### src/rtl/sti_cmd_scheduler.sv
// rtl/sti_cmd_scheduler.sv - round-robin command scheduler feeding the STI/DAC serializer
module sti_cmd_scheduler #(
    parameter int DEPTH   = 4,
    parameter int AW      = 2,
    parameter int TIMEOUT = 64
) (
    input  logic        clk,
    input  logic        reset,
    input  logic        req0_valid,
    input  logic [20:0] req0_cmd,
    output logic        req0_ready,
    input  logic        req1_valid,
    input  logic [20:0] req1_cmd,
    output logic        req1_ready,
    input  logic        end_req,
    output logic        load,
    output logic [15:0] pi_data,
    output logic [1:0]  pi_length,
    output logic        pi_fill,
    output logic        pi_msb,
    output logic        pi_low,
    output logic        pi_end,
    input  logic        so_valid,
    input  logic        pixel_finish,
    output logic        src_id,
    output logic        busy,
    output logic        done,
    output logic        err
);

    localparam logic [2:0] S_IDLE  = 3'd0;
    localparam logic [2:0] S_ISSUE = 3'd1;
    localparam logic [2:0] S_WAIT  = 3'd2;
    localparam logic [2:0] S_GAP   = 3'd3;
    localparam logic [2:0] S_END   = 3'd4;
    localparam logic [2:0] S_DONE  = 3'd5;

    localparam int IW = $clog2(TIMEOUT + 1);

    // FIFO entry layout: {cmd[20:0], src}
    logic [21:0]   r_mem [DEPTH];
    logic [AW-1:0] r_wr_ptr;
    logic [AW-1:0] r_rd_ptr;
    logic [AW:0]   r_count;

    logic          r_rr;
    logic          r_end_pending;
    logic          r_done;
    logic          r_err;

    logic [2:0]    r_state;
    logic [15:0]   r_pi_data;
    logic [1:0]    r_pi_length;
    logic          r_pi_fill;
    logic          r_pi_msb;
    logic          r_pi_low;
    logic          r_src_id;
    logic [5:0]    r_expected;
    logic [5:0]    r_bitcnt;
    logic [IW-1:0] r_idle_cnt;

    logic          w_full;
    logic          w_empty;
    logic          w_push_ok;
    logic          w_grant0;
    logic          w_grant1;
    logic          w_push0;
    logic          w_push1;
    logic          w_push;
    logic          w_pop;
    logic [21:0]   w_push_entry;
    logic [21:0]   w_head;
    logic [5:0]    w_bit_next;

    assign w_full    = (r_count == (AW+1)'(DEPTH));
    assign w_empty   = (r_count == '0);
    assign w_push_ok = !w_full && !r_end_pending && !r_done;

    // A lone requester always wins; on contention the rr pointer decides.
    assign w_grant0   = req0_valid && (!req1_valid || !r_rr);
    assign w_grant1   = req1_valid && (!req0_valid ||  r_rr);
    assign req0_ready = w_push_ok && w_grant0;
    assign req1_ready = w_push_ok && w_grant1;

    assign w_push0      = req0_valid && req0_ready;
    assign w_push1      = req1_valid && req1_ready;
    assign w_push       = w_push0 || w_push1;
    assign w_push_entry = w_push1 ? {req1_cmd, 1'b1} : {req0_cmd, 1'b0};
    assign w_pop        = (r_state == S_ISSUE);
    assign w_head       = r_mem[r_rd_ptr];
    assign w_bit_next   = r_bitcnt + {5'd0, so_valid};

    assign load      = (r_state == S_ISSUE);
    assign pi_end    = (r_state == S_END);
    assign pi_data   = r_pi_data;
    assign pi_length = r_pi_length;
    assign pi_fill   = r_pi_fill;
    assign pi_msb    = r_pi_msb;
    assign pi_low    = r_pi_low;
    assign src_id    = r_src_id;
    assign busy      = (r_state != S_IDLE) || !w_empty;
    assign done      = r_done;
    assign err       = r_err;

    // Entry storage; reads are gated by the count so contents need no reset.
    always_ff @(posedge clk) begin
        if (w_push) begin
            r_mem[r_wr_ptr] <= w_push_entry;
        end
    end

    // FIFO pointers and occupancy; a simultaneous push and pop leaves count unchanged.
    always_ff @(posedge clk or posedge reset) begin
        if (reset) begin
            r_wr_ptr <= '0;
            r_rd_ptr <= '0;
            r_count  <= '0;
        end else begin
            if (w_push) begin
                r_wr_ptr <= r_wr_ptr + AW'(1);
            end
            if (w_pop) begin
                r_rd_ptr <= r_rd_ptr + AW'(1);
            end
            if (w_push && !w_pop) begin
                r_count <= r_count + (AW+1)'(1);
            end else if (!w_push && w_pop) begin
                r_count <= r_count - (AW+1)'(1);
            end
        end
    end

    // Round-robin pointer moves to the loser of each accepted push; end request is sticky.
    always_ff @(posedge clk or posedge reset) begin
        if (reset) begin
            r_rr          <= 1'b0;
            r_end_pending <= 1'b0;
        end else begin
            if (w_push) begin
                r_rr <= w_push0;
            end
            if (end_req) begin
                r_end_pending <= 1'b1;
            end
        end
    end

    // Issue FSM: pi_* are captured on entry to ISSUE so they are valid with the load strobe
    // and remain untouched until the next issue.
    always_ff @(posedge clk or posedge reset) begin
        if (reset) begin
            r_state     <= S_IDLE;
            r_pi_data   <= '0;
            r_pi_length <= '0;
            r_pi_fill   <= 1'b0;
            r_pi_msb    <= 1'b0;
            r_pi_low    <= 1'b0;
            r_src_id    <= 1'b0;
            r_expected  <= '0;
            r_bitcnt    <= '0;
            r_idle_cnt  <= '0;
            r_done      <= 1'b0;
            r_err       <= 1'b0;
        end else begin
            case (r_state)
                S_IDLE: begin
                    if (!w_empty) begin
                        r_pi_data   <= w_head[21:6];
                        r_pi_length <= w_head[5:4];
                        r_pi_fill   <= w_head[3];
                        r_pi_msb    <= w_head[2];
                        r_pi_low    <= w_head[1];
                        r_src_id    <= w_head[0];
                        r_state     <= S_ISSUE;
                    end else if (r_end_pending) begin
                        r_state <= S_END;
                    end
                end
                S_ISSUE: begin
                    r_expected <= {({1'b0, r_pi_length} + 3'd1), 3'b000};
                    r_bitcnt   <= '0;
                    r_idle_cnt <= '0;
                    r_state    <= S_WAIT;
                end
                S_WAIT: begin
                    if (so_valid) begin
                        r_bitcnt   <= w_bit_next;
                        r_idle_cnt <= '0;
                        if (w_bit_next == r_expected) begin
                            r_state <= S_GAP;
                        end
                    end else if (r_idle_cnt == IW'(TIMEOUT - 1)) begin
                        r_err   <= 1'b1;
                        r_state <= S_IDLE;
                    end else begin
                        r_idle_cnt <= r_idle_cnt + IW'(1);
                    end
                end
                S_GAP: begin
                    r_state <= S_IDLE;
                end
                S_END: begin
                    if (pixel_finish) begin
                        r_done  <= 1'b1;
                        r_state <= S_DONE;
                    end
                end
                S_DONE: begin
                    r_state <= S_DONE;
                end
                default: begin
                    r_state <= S_IDLE;
                end
            endcase
        end
    end

endmodule

### config.mk
export PLATFORM = sky130hd
export DESIGN_NAME = sti_cmd_scheduler
export DESIGN_NICKNAME = d
export VERILOG_FILES = /design/src/rtl/sti_cmd_scheduler.sv
export SDC_FILE = /design/constraint.sdc
export NUM_CORES = 1
export LEC_CHECK = 0
export CAP_MARGIN = 20
export CORE_MARGIN = 1.5
export CORE_UTILIZATION = 55
export DETAILED_ROUTE_END_ITERATION = 8
export PLACE_DENSITY = 0.8
export SLEW_MARGIN = 25
export SYNTH_ARGS = -nofsm -noshare
export SYNTH_HDL_FRONTEND = slang
export SYNTH_SLANG_ARGS = --single-unit
### constraint.sdc
create_clock -name clk -period 3.17 [get_ports clk]
set_input_delay 0.317 -clock clk [delete_from_list [all_inputs] [get_ports clk]]
set_output_delay 0.317 -clock clk [all_outputs]
set_load 0.01 [all_outputs]
==> run metrics <==
Final Hold Viols 0; worst r2r src r_count[0]; Pint 4330 uW; CTS tree built; peak supply drop 0.000477 V; Tot GR Track Use 22.6%; switching pwr 1760 uW; Post-Synthesis Cells 403; global-route wire length before repair 18.8 mm; crit-path max FO 8; post-layout minimum cycle time 2.80 ns; most common cell after layout, fill and taps aside edfxtp_1; logic gate share of total power 27.5%; drt first pass iters 4; CP Class reg -> out; Worst Setup End Kind output pin; vias post-DR 3573; mean post-synth cell area 14.7 sq um; Ys Warns 0; DIE AREA 11400 sq um; DR WL/cell 17.9 um; pwr/cell area 818 nW/um^2; Ports 78; CTS root buf clkbuf_8; dpl ws 0.386 ns; vias in the first global route 3770; Sequential Power Share 41.4%; H-tree depth 4; DIE WIDTH 107 um; Post-Route WL 11.5 mm; Pleak 0.00287 uW; Port Buffers 77; Crit path required time 2.85 ns; part of the power in the clock network 31.1%; Starting Density 56.9%; Post-Syn Nets 462; HPWL Detailed 7.49 mm; Hold Buf Count CTS 0; later-pin clock latency in the skew report 0.53 ns; Num CTS Buffers 17; synthesis-to-finish area growth 26.0%; synthesized flop and latch total 140; post-route setup slack 0.369 ns; GR Overflow Total 0; final critical-path share of the clock period 88.3%; layout cells sized above 1 19.5%; Slew @ Worst Pin 0.811 ns; max_cap viols 0; n_diodes 0; worst rel slew slack 45.9%; Final #Nets 555; CTS sink cnt 140; largest net degree at the start of global routing 26; Core ar. 10400 sq um; # rows 37; Main synth FF type edfxtp_1; initial drt markers 171; async set or reset register ratio after synthesis 37.1%; DR vias/cell 5.55; startpoint types flip-flop; Netlist cell types 47; Fmax 0.357 GHz; antenna violation net count after detailed routing 0; die height 107 um; most frequent cells in the layout edfxtp_1, nand2_1, clkdlybuf4s50_1; run status finished clean; number of synthesized flops with an enable pin 88; placer's final routability congestion estimate 0.811; sequential share of the synthesized area 66.8%; CP startpoint r_count[0]; Sw Ratio 28.8%; clk_skew 0.00980 ns; CTS Buffer Depth 2; unrepaired setup endpoints after global routing false; final setup vio count 0; HP Class in -> async; Worst EP arrival 2.48 ns; Worst-path clk slew 0.06 ns; Synth Cell Area 5900 sq um; Post-CTS Setup Bufs 0; initial antenna violation count 0; Max Slew Vio Count 0; # DRC 0; Setup TNS Final 0 ns
[Yosys cell counts, types with 2 or more instances]
| cell | number | share of area (%) |
|---|---|---|
| a21o_1 | 4 | 0.51 |
| a21oi_1 | 9 | 0.76 |
| a31oi_1 | 2 | 0.21 |
| and2_1 | 8 | 0.85 |
| buf_1 | 2 | 0.13 |
| buf_2 | 7 | 0.59 |
| clkbuf_1 | 4 | 0.25 |
| dfrtp_1 | 52 | 22 |
| edfxtp_1 | 88 | 45 |
| ha_1 | 9 | 1.9 |
| inv_1 | 9 | 0.57 |
| inv_2 | 2 | 0.13 |
| mux2_2 | 23 | 4.4 |
| mux4_2 | 22 | 8.4 |
| nand2_1 | 87 | 5.5 |
| nand2b_1 | 3 | 0.32 |
| nand3_1 | 7 | 0.59 |
| nand3b_1 | 2 | 0.25 |
| nand4_1 | 2 | 0.21 |
| nor2_1 | 9 | 0.57 |
| nor2b_1 | 2 | 0.21 |
| nor3_1 | 2 | 0.17 |
| o21ai_0 | 5 | 0.42 |
| o21ai_1 | 10 | 0.85 |
| o31ai_1 | 3 | 0.38 |
| xnor2_1 | 5 | 0.74 |
| xor2_1 | 5 | 0.74 |
[state kept, by name, summed over array words and instances, names as in the netlist, 2 cells and up]
register    flops
r_state         3
r_mem          88
r_wr_ptr        2
r_rd_ptr        2
r_bitcnt        6
pi_data        16
r_expected      3
r_idle_cnt      7
pi_length       2
r_count         3
[power by group through the flow]
stage	combinational [uW]	clock (uW)	sequential, uW
floorplan	1130	0	2450
global placement	1620	0	2550
detailed placement	1670	0	2560
CTS	1690	1930	2530
global route	1810	2010	2580
finish	1680	1890	2520
[kinds of logic after synthesis]
kind of cell | Yosys count | share of synthesized area (%)
DFF | 140 | 66.8
muxes | 45 | 12.8
adders and majority gates | 10 | 2.25
xor gates and xnor gates | 11 | 1.76
and+or+nand+nor | 130 | 9.75
buffers and inverters | 25 | 1.86
AOI/OAI and AO/OA | 42 | 4.81
[layer usage]
layer  routed length [um]  track usage [%]
met4                  121             8.48
met5                    0                0
met2                 5990             38.2
met1                 4900             27.6
met3                  530             6.63
[final cells by class]
type | count | area (sq um)
Clock buffer | 18 | 428
Timing Repair Buffer | 88 | 853
Sequential cell | 140 | 3950
Tap cell | 136 | 170
Inverter | 11 | 41.3
Clock inverter | 13 | 141
Multi-Input combinational cell | 238 | 1860
Fill cell | 697 | 2930
[metrics by stage]
| step | cells | utilization [%] | total power, uW | cell area [sq um] | hold slack, ns |
|---|---|---|---|---|---|
| floorplan | 403 | - | 3580 | 5900 | 0.414 |
| global placement | 613 | 66.2 | 4170 | 6860 | 0.461 |
| detailed placement | 613 | 66.2 | 4230 | 6860 | 0.484 |
| CTS | 644 | 71.7 | 6150 | 7430 | 0.110 |
| global route | 644 | 71.7 | 6400 | 7440 | 0.130 |
| finish | 644 | 71.7 | 6090 | 7440 | 0.112 |
[worst paths after layout]
| kind | end | slack (ns) | cells after the start |
|---|---|---|---|
| max | req1_ready | 0.37 | 5 |
| min in group clk | r_end_pending | 0.37 | 2 |
| min reg2reg | err | 0.49 | 1 |
| max in group asynchronous | pi_data[13] | 2.41 | 3 |
| max reg2reg | r_count[2] | 0.70 | 9 |
| min | pi_data[15] | 0.11 | 2 |
[what timing repair did]
| action | CTS | global route |
|---|---|---|
| pin swaps | 0 | 0 |
| gates cloned | 0 | 0 |
| resized for setup | 1 | 1 |
| endpoints found under the setup margin | 1 | 1 |
[worst max-delay path: stages (launching register included)]
cell,delay [ns]
dfrtp_1,0.44
nor2_1,0.09
a211oi_2,0.44
nand3_2,0.32
inv_1,0.11
clkdlybuf4s50_1,0.55
No activity file was read; power rests on OpenSTA's default activity.
